## src/rtl/instr_fetch_pkg.sv

```systemverilog
// Shared definitions for the instruction fetch unit: state encoding and widths.
package instr_fetch_pkg;

  typedef enum logic [1:0] {
    IDLE = 2'd0,
    RUN  = 2'd1,
    HALT = 2'd2
  } fetch_state_e;

  localparam int unsigned PC_W      = 10;
  localparam int unsigned IDX_W     = 5;
  localparam int unsigned LUT_DEPTH = 32;
  localparam int unsigned OFF_W     = 8;
  localparam int unsigned INSTR_W   = 9;
  localparam int unsigned CNT_W     = 16;

endpackage

```

## src/rtl/instr_fetch_if.sv

```systemverilog
// Fetch-unit bus: control inputs from testbench/ROM/decoder/ALU, PC and status back.
interface instr_fetch_if;
  import instr_fetch_pkg::*;

  logic               Start;
  logic [PC_W-1:0]    StartAddr;
  logic [INSTR_W-1:0] Instruction;
  logic               Ack;
  logic               GotoEn;
  logic               BranchEn;
  logic               Jump2En;
  logic               Zero;
  logic [PC_W-1:0]    PC;
  logic               InstrValid;
  logic               Done;
  logic [CNT_W-1:0]   CycleCount;

  modport master (
    output Start, StartAddr, Instruction, Ack, GotoEn, BranchEn, Jump2En, Zero,
    input  PC, InstrValid, Done, CycleCount
  );

  modport slave (
    input  Start, StartAddr, Instruction, Ack, GotoEn, BranchEn, Jump2En, Zero,
    output PC, InstrValid, Done, CycleCount
  );

endinterface

```

## src/rtl/instr_fetch_target_lut.sv

```systemverilog
// target_lut: constant jump-target and branch-offset tables, purely combinational.
module target_lut
  import instr_fetch_pkg::*;
(
  input  logic        [IDX_W-1:0] idx_i,
  output logic        [PC_W-1:0]  target_o,
  output logic signed [OFF_W-1:0] offset_o
);

  // Targets are idx*40+80 modulo 1024; offsets are idx-16.
  localparam logic [PC_W-1:0] TARGET_LUT [LUT_DEPTH] = '{
    10'd80,  10'd120, 10'd160, 10'd200, 10'd240, 10'd280, 10'd320, 10'd360,
    10'd400, 10'd440, 10'd480, 10'd520, 10'd560, 10'd600, 10'd640, 10'd680,
    10'd720, 10'd760, 10'd800, 10'd840, 10'd880, 10'd920, 10'd960, 10'd1000,
    10'd16,  10'd56,  10'd96,  10'd136, 10'd176, 10'd216, 10'd256, 10'd296
  };

  localparam logic signed [OFF_W-1:0] OFFSET_LUT [LUT_DEPTH] = '{
    -8'sd16, -8'sd15, -8'sd14, -8'sd13, -8'sd12, -8'sd11, -8'sd10, -8'sd9,
    -8'sd8,  -8'sd7,  -8'sd6,  -8'sd5,  -8'sd4,  -8'sd3,  -8'sd2,  -8'sd1,
     8'sd0,   8'sd1,   8'sd2,   8'sd3,   8'sd4,   8'sd5,   8'sd6,   8'sd7,
     8'sd8,   8'sd9,   8'sd10,  8'sd11,  8'sd12,  8'sd13,  8'sd14,  8'sd15
  };

  assign target_o = TARGET_LUT[idx_i];
  assign offset_o = OFFSET_LUT[idx_i];

endmodule

```

## src/rtl/instr_fetch.sv

```systemverilog
// Instruction fetch FSM (IDLE/RUN/HALT) driving the ROM program counter.
// Optional cycle counter selected by macro FETCH_CYCLE_COUNT_EN.
module instr_fetch
  import instr_fetch_pkg::*;
(
  input  logic         Clk,
  input  logic         Reset,
  instr_fetch_if.slave bus
);

  fetch_state_e       state_q;
  logic [PC_W-1:0]    pc_q;
  logic [PC_W-1:0]    pc_d;
  logic               valid_q;
  logic               done_q;
  logic [PC_W-1:0]    target;
  logic signed [OFF_W-1:0] offset;
  logic               unused_instr;

  assign unused_instr = ^bus.Instruction[INSTR_W-1:IDX_W];

  target_lut u_target_lut (
    .idx_i    (bus.Instruction[IDX_W-1:0]),
    .target_o (target),
    .offset_o (offset)
  );

  // Non-Ack RUN successor; Ack is resolved in the FSM since it also changes state.
  always_comb begin
    pc_d = pc_q + PC_W'(1);
    if (bus.GotoEn)
      pc_d = target;
    else if (bus.BranchEn && bus.Zero)
      pc_d = pc_q + {{(PC_W-OFF_W){offset[OFF_W-1]}}, offset};
    else if (bus.Jump2En && bus.Zero)
      pc_d = pc_q + PC_W'(2);
  end

  always_ff @(posedge Clk or negedge Reset) begin
    if (!Reset) begin
      state_q <= IDLE;
      pc_q    <= '0;
      valid_q <= 1'b0;
      done_q  <= 1'b0;
    end else begin
      case (state_q)
        IDLE: if (bus.Start) begin
          state_q <= RUN;
          pc_q    <= bus.StartAddr;
          valid_q <= 1'b1;
        end
        RUN: if (bus.Ack) begin
          state_q <= HALT;
          valid_q <= 1'b0;
          done_q  <= 1'b1;
        end else begin
          pc_q <= pc_d;
        end
        HALT: if (!bus.Start) begin
          state_q <= IDLE;
          done_q  <= 1'b0;
        end
        default: begin
          state_q <= IDLE;
          valid_q <= 1'b0;
          done_q  <= 1'b0;
        end
      endcase
    end
  end

  assign bus.PC         = pc_q;
  assign bus.InstrValid = valid_q;
  assign bus.Done       = done_q;

`ifdef FETCH_CYCLE_COUNT_EN
  logic [CNT_W-1:0] cnt_q;

  always_ff @(posedge Clk or negedge Reset) begin
    if (!Reset)
      cnt_q <= '0;
    else if (state_q == IDLE && bus.Start)
      cnt_q <= '0;
    else if (state_q == RUN && cnt_q != '1)
      cnt_q <= cnt_q + CNT_W'(1);
  end

  assign bus.CycleCount = cnt_q;
`else
  assign bus.CycleCount = '0;
`endif

endmodule
```

## src/flat_wrapper.sv

```systemverilog
// flat-port wrapper written by rule: the top's interface ports become plain ports
module instr_fetch_flat import instr_fetch_pkg::*;
  (Clk, Reset, bus_Start, bus_StartAddr, bus_Instruction, bus_Ack, bus_GotoEn, bus_BranchEn, bus_Jump2En, bus_Zero, bus_PC, bus_InstrValid, bus_Done, bus_CycleCount);
  instr_fetch_if bus_i ();
  input  logic Clk;
  input  logic Reset;
  input wire logic [$bits(bus_i.Start)-1:0] bus_Start;
  input wire logic [$bits(bus_i.StartAddr)-1:0] bus_StartAddr;
  input wire logic [$bits(bus_i.Instruction)-1:0] bus_Instruction;
  input wire logic [$bits(bus_i.Ack)-1:0] bus_Ack;
  input wire logic [$bits(bus_i.GotoEn)-1:0] bus_GotoEn;
  input wire logic [$bits(bus_i.BranchEn)-1:0] bus_BranchEn;
  input wire logic [$bits(bus_i.Jump2En)-1:0] bus_Jump2En;
  input wire logic [$bits(bus_i.Zero)-1:0] bus_Zero;
  output wire logic [$bits(bus_i.PC)-1:0] bus_PC;
  output wire logic [$bits(bus_i.InstrValid)-1:0] bus_InstrValid;
  output wire logic [$bits(bus_i.Done)-1:0] bus_Done;
  output wire logic [$bits(bus_i.CycleCount)-1:0] bus_CycleCount;
  assign bus_i.Start = bus_Start;
  assign bus_i.StartAddr = bus_StartAddr;
  assign bus_i.Instruction = bus_Instruction;
  assign bus_i.Ack = bus_Ack;
  assign bus_i.GotoEn = bus_GotoEn;
  assign bus_i.BranchEn = bus_BranchEn;
  assign bus_i.Jump2En = bus_Jump2En;
  assign bus_i.Zero = bus_Zero;
  assign bus_PC = bus_i.PC;
  assign bus_InstrValid = bus_i.InstrValid;
  assign bus_Done = bus_i.Done;
  assign bus_CycleCount = bus_i.CycleCount;
  instr_fetch u_core (.Clk(Clk), .Reset(Reset), .bus(bus_i));
endmodule
```

## config.mk

```make
export PLATFORM = sky130hd
export DESIGN_NAME = instr_fetch_flat
export DESIGN_NICKNAME = d
export VERILOG_FILES = /design/src/rtl/instr_fetch_pkg.sv /design/src/rtl/instr_fetch_if.sv /design/src/rtl/instr_fetch_target_lut.sv /design/src/rtl/instr_fetch.sv /design/src/flat_wrapper.sv
export SDC_FILE = /design/constraint.sdc
export NUM_CORES = 1
export LEC_CHECK = 0
export BUFFER_PORTS_ARGS = -buffer_cell sky130_fd_sc_hd__buf_2
export CORE_ASPECT_RATIO = 1.2
export CORE_MARGIN = 3
export CORE_UTILIZATION = 33
export DETAILED_ROUTE_END_ITERATION = 8
export GPL_ROUTABILITY_DRIVEN = 0
export RECOVER_POWER = 100
export SKIP_CTS_REPAIR_TIMING = 1
export SYNTH_ARGS = -nofsm -noshare
export SYNTH_HDL_FRONTEND = slang
export SYNTH_SLANG_ARGS = --single-unit
```

## constraint.sdc

```tcl
create_clock -name Clk -period 4.35 [get_ports Clk]
set_clock_uncertainty 0.1 [all_clocks]
set_input_delay 1.305 -clock Clk [delete_from_list [all_inputs] [get_ports Clk]]
set_output_delay 1.305 -clock Clk [all_outputs]
set_load 0.01 [all_outputs]
```

==> impl_metrics.toml <==
[cells_and_area]
area_delta_synth_final_pct = 8.97
finalNetCount = 314
drive_above_1_share_pct = 12.3
final_area_sq_um = 1990
fillers = 587
diodes = 0

[setup_path]
crit_fanout = 14
required_ns = 4.39
start_kind = "input pin"
cp.arrival_ns = 3.57
crit_type = "in2reg"
r2r-start = "u_core.state_q[0]"
critPathLaunch = "bus_Start"
end_kind = "flop"

[logic_synthesis]
async_flop_share_pct = 100
netlist_instances = 238
yosysSeqAreaShare_pct = 19.2
avgSynthCellArea_sq_um = 7.68
ys_ff_latch = 14
synth_warnings = 0
synth_area_leaders = "dfrtp_1 19%, ha_1 12%, buf_4 7.0%"
synth_enable_flop_cells = 0
synth_top_area_share_pct = 19.2
synth_ff_type = "dfrtp_1"
syn_area_sq_um = 1830
yosysTopAreaCell = "dfrtp_1"
synth_cell_types = 50

[power]
power.total_mw = 1.23
powerDensity_nw_per_um2 = 618
ir_worst_vdd_mv = 0.145
leakage_nw = 0.879

[global_route]
top_usage_layer = "met2"
grt_use_met1_pct = 20.3
use_met2_pct = 25.6
gr-total-overflow = 0
antenna_found_initial = 0
grt_pass1_vias = 1661
grt_pass1_wl_mm = 7.89
grtUsageTotal_pct = 15.2
grt_util_met3_pct = 0.918
grt_max_degree = 15

[die]
core_sq_um = 5330
io_pins = 55
die_area_sq_um = 6470
fp.dieH_microns = 87.5
start_util_pct = 34.3
rows = 29
dieWidth_microns = 73.9

[sta]
hold_viol_final = 0
period_minus_slack_ns = 3.53
max_freq_ghz = 0.283
fin_crit_sh_pct = 81.2
relSlewSlack_pct = -8.80
tightest_slew_ns = 1.61
slew_violations = 15
tns_ns = 0
rsz0062_at_grt = "false"
finalSetupViolations = 0

[detailed_routing]
num_vias = 1714
drc = 0
viasPerCell = 5.19
first_pass_iters = 4
wirelength_mm = 4.70
drt_iter0_drc = 98
avgRoutedWirePerCell_microns = 14.2
drtAntennaViolNets = 0

[placement]
io_buffers = 34
placed_area_sq_um = 1960
dp_hpwl_mm = 3.75

[hold_path]
hp-class = "reg2reg"
hp-start = "u_core.bus.InstrValid"

[clock_network]
cts_max_path_buffers = 2
htreeDepth = 1
clkLatencyLatePin_ns = 0.25
cts_tree = "yes"
cts_buffers = 3
clk_pin_slew_worst_paths_ns = 0.06
cts_root_buf = "clkbuf_8"
clkSinkCount = 14

[run]
cap_violations = 1

[outcome]
outcome = "complete, but fails checks"
violations = "capacitance limit, slew limit"
[worst max-delay path, cell delays in order]
cell	delay, ns
clkbuf_1	0.12
o21ai_0	1.24
inv_1	0.43
nor2_1	0.19
a21oi_1	0.06
a31oi_1	0.14
o21ai_1	0.08
[metal layers]
metal	vias up	wire length [microns]
li1	880	-
met1	780	2240
met2	44	2170
met3	10	183
met4	0	100
met5	-	0
[Yosys cell counts, drive strengths merged (2+ instances only)]
cell type / number
nand3b: 2
clkbuf: 3
xnor2: 5
nand2: 29
nand3: 3
o211ai: 2
a31oi: 5
and2: 2
buf: 20
mux2: 2
o21ai: 22
a2bb2oi: 2
a21o: 2
dfrtp: 14
a221oi: 2
o22ai: 2
nand2b: 5
or3: 2
nor4: 2
mux2i: 4
a211oi: 4
a21oi: 21
nor3: 8
nand4: 2
o21a: 3
nor2: 18
nor2b: 4
inv: 11
xor2: 7
ha: 17
[stage by stage]
step | hold slack (ns) | utilization, % | setup WS, ns | std cells
after floorplan | 0.428 | - | 1.43 | 253
after global placement | 0.384 | 36.7 | 1.03 | 326
after detailed placement | 0.400 | 36.7 | 1.03 | 326
after CTS | 0.416 | 37.8 | 1.28 | 330
after global routing | 0.452 | 37.3 | 0.545 | 330
final | 0.412 | 37.3 | 0.820 | 330
[final timing paths]
path / end / slack, ns / depth (start not counted)
setup / recovery: u_core.bus.PC[6] / 0.82 / 7
hold / removal: u_core.bus.InstrValid / 0.41 / 2
setup reg to reg: u_core.bus.PC[6] / 1.49 / 6
hold reg to reg: u_core.bus.InstrValid / 0.41 / 2
max in group asynchronous: u_core.bus.InstrValid / 2.67 / 1
min in group asynchronous: u_core.bus.PC[0] / 1.00 / 1
[cell usage in the layout (no fill, tap or decap), types with 3 or more instances in the layout]
cell type / count
nand3_1: 3
a21oi_1: 20
inv_2: 3
nand2_1: 28
nor2_1: 18
o21a_1: 3
mux2i_1: 4
dfrtp_1: 14
a31oi_1: 5
a211oi_1: 3
nor3_1: 8
o21ai_0: 13
xor2_1: 7
o21ai_1: 9
inv_1: 8
clkbuf_8: 4
nand2b_1: 5
nor2b_1: 4
clkbuf_1: 15
ha_1: 17
conb_1: 16
buf_2: 19
xnor2_1: 5
[layout make-up]
type                    count  area [sq um]  share of cell area, %
multi-input cells         205          1320                   66.1
flip-flops and latches     14           350                   17.6
repair buffers             34           151                   7.60
well taps                  62          77.6                   3.89
clock buffers               4          55.1                   2.76
inverters                  11          41.3                   2.07
[sequential cells by signal, summed over array words and instances (netlist names)]
name and cells:
u_core.bus.Done 1, u_core.bus.InstrValid 1, u_core.bus.PC 10, u_core.state_q 2
[kinds of logic (layout without fill, tap and decap cells)]
kind of cell	after synthesis	in the layout	synth area share, %
AND/OR/NAND/NOR	79	79	20.2
XOR/XNOR	12	12	5.75
other	1	16	0.205
adder cells (fa/ha/maj)	18	18	12.7
AO/OA/AOI/OAI	73	73	25.2
flip-flops	14	14	19.2
multiplexers	7	7	5.07
buffers and inverters	34	49	11.7
[power breakdown]
part           internal [mW]  total, mW  leakage (nW)  switching [mW]
Combinational          0.328      0.777         0.689           0.449
Clock                 0.0803      0.130        0.0288          0.0498
Sequential             0.198      0.323         0.161           0.126
Total                  0.606       1.23         0.879           0.625
No activity file was read; power rests on OpenSTA's default activity.
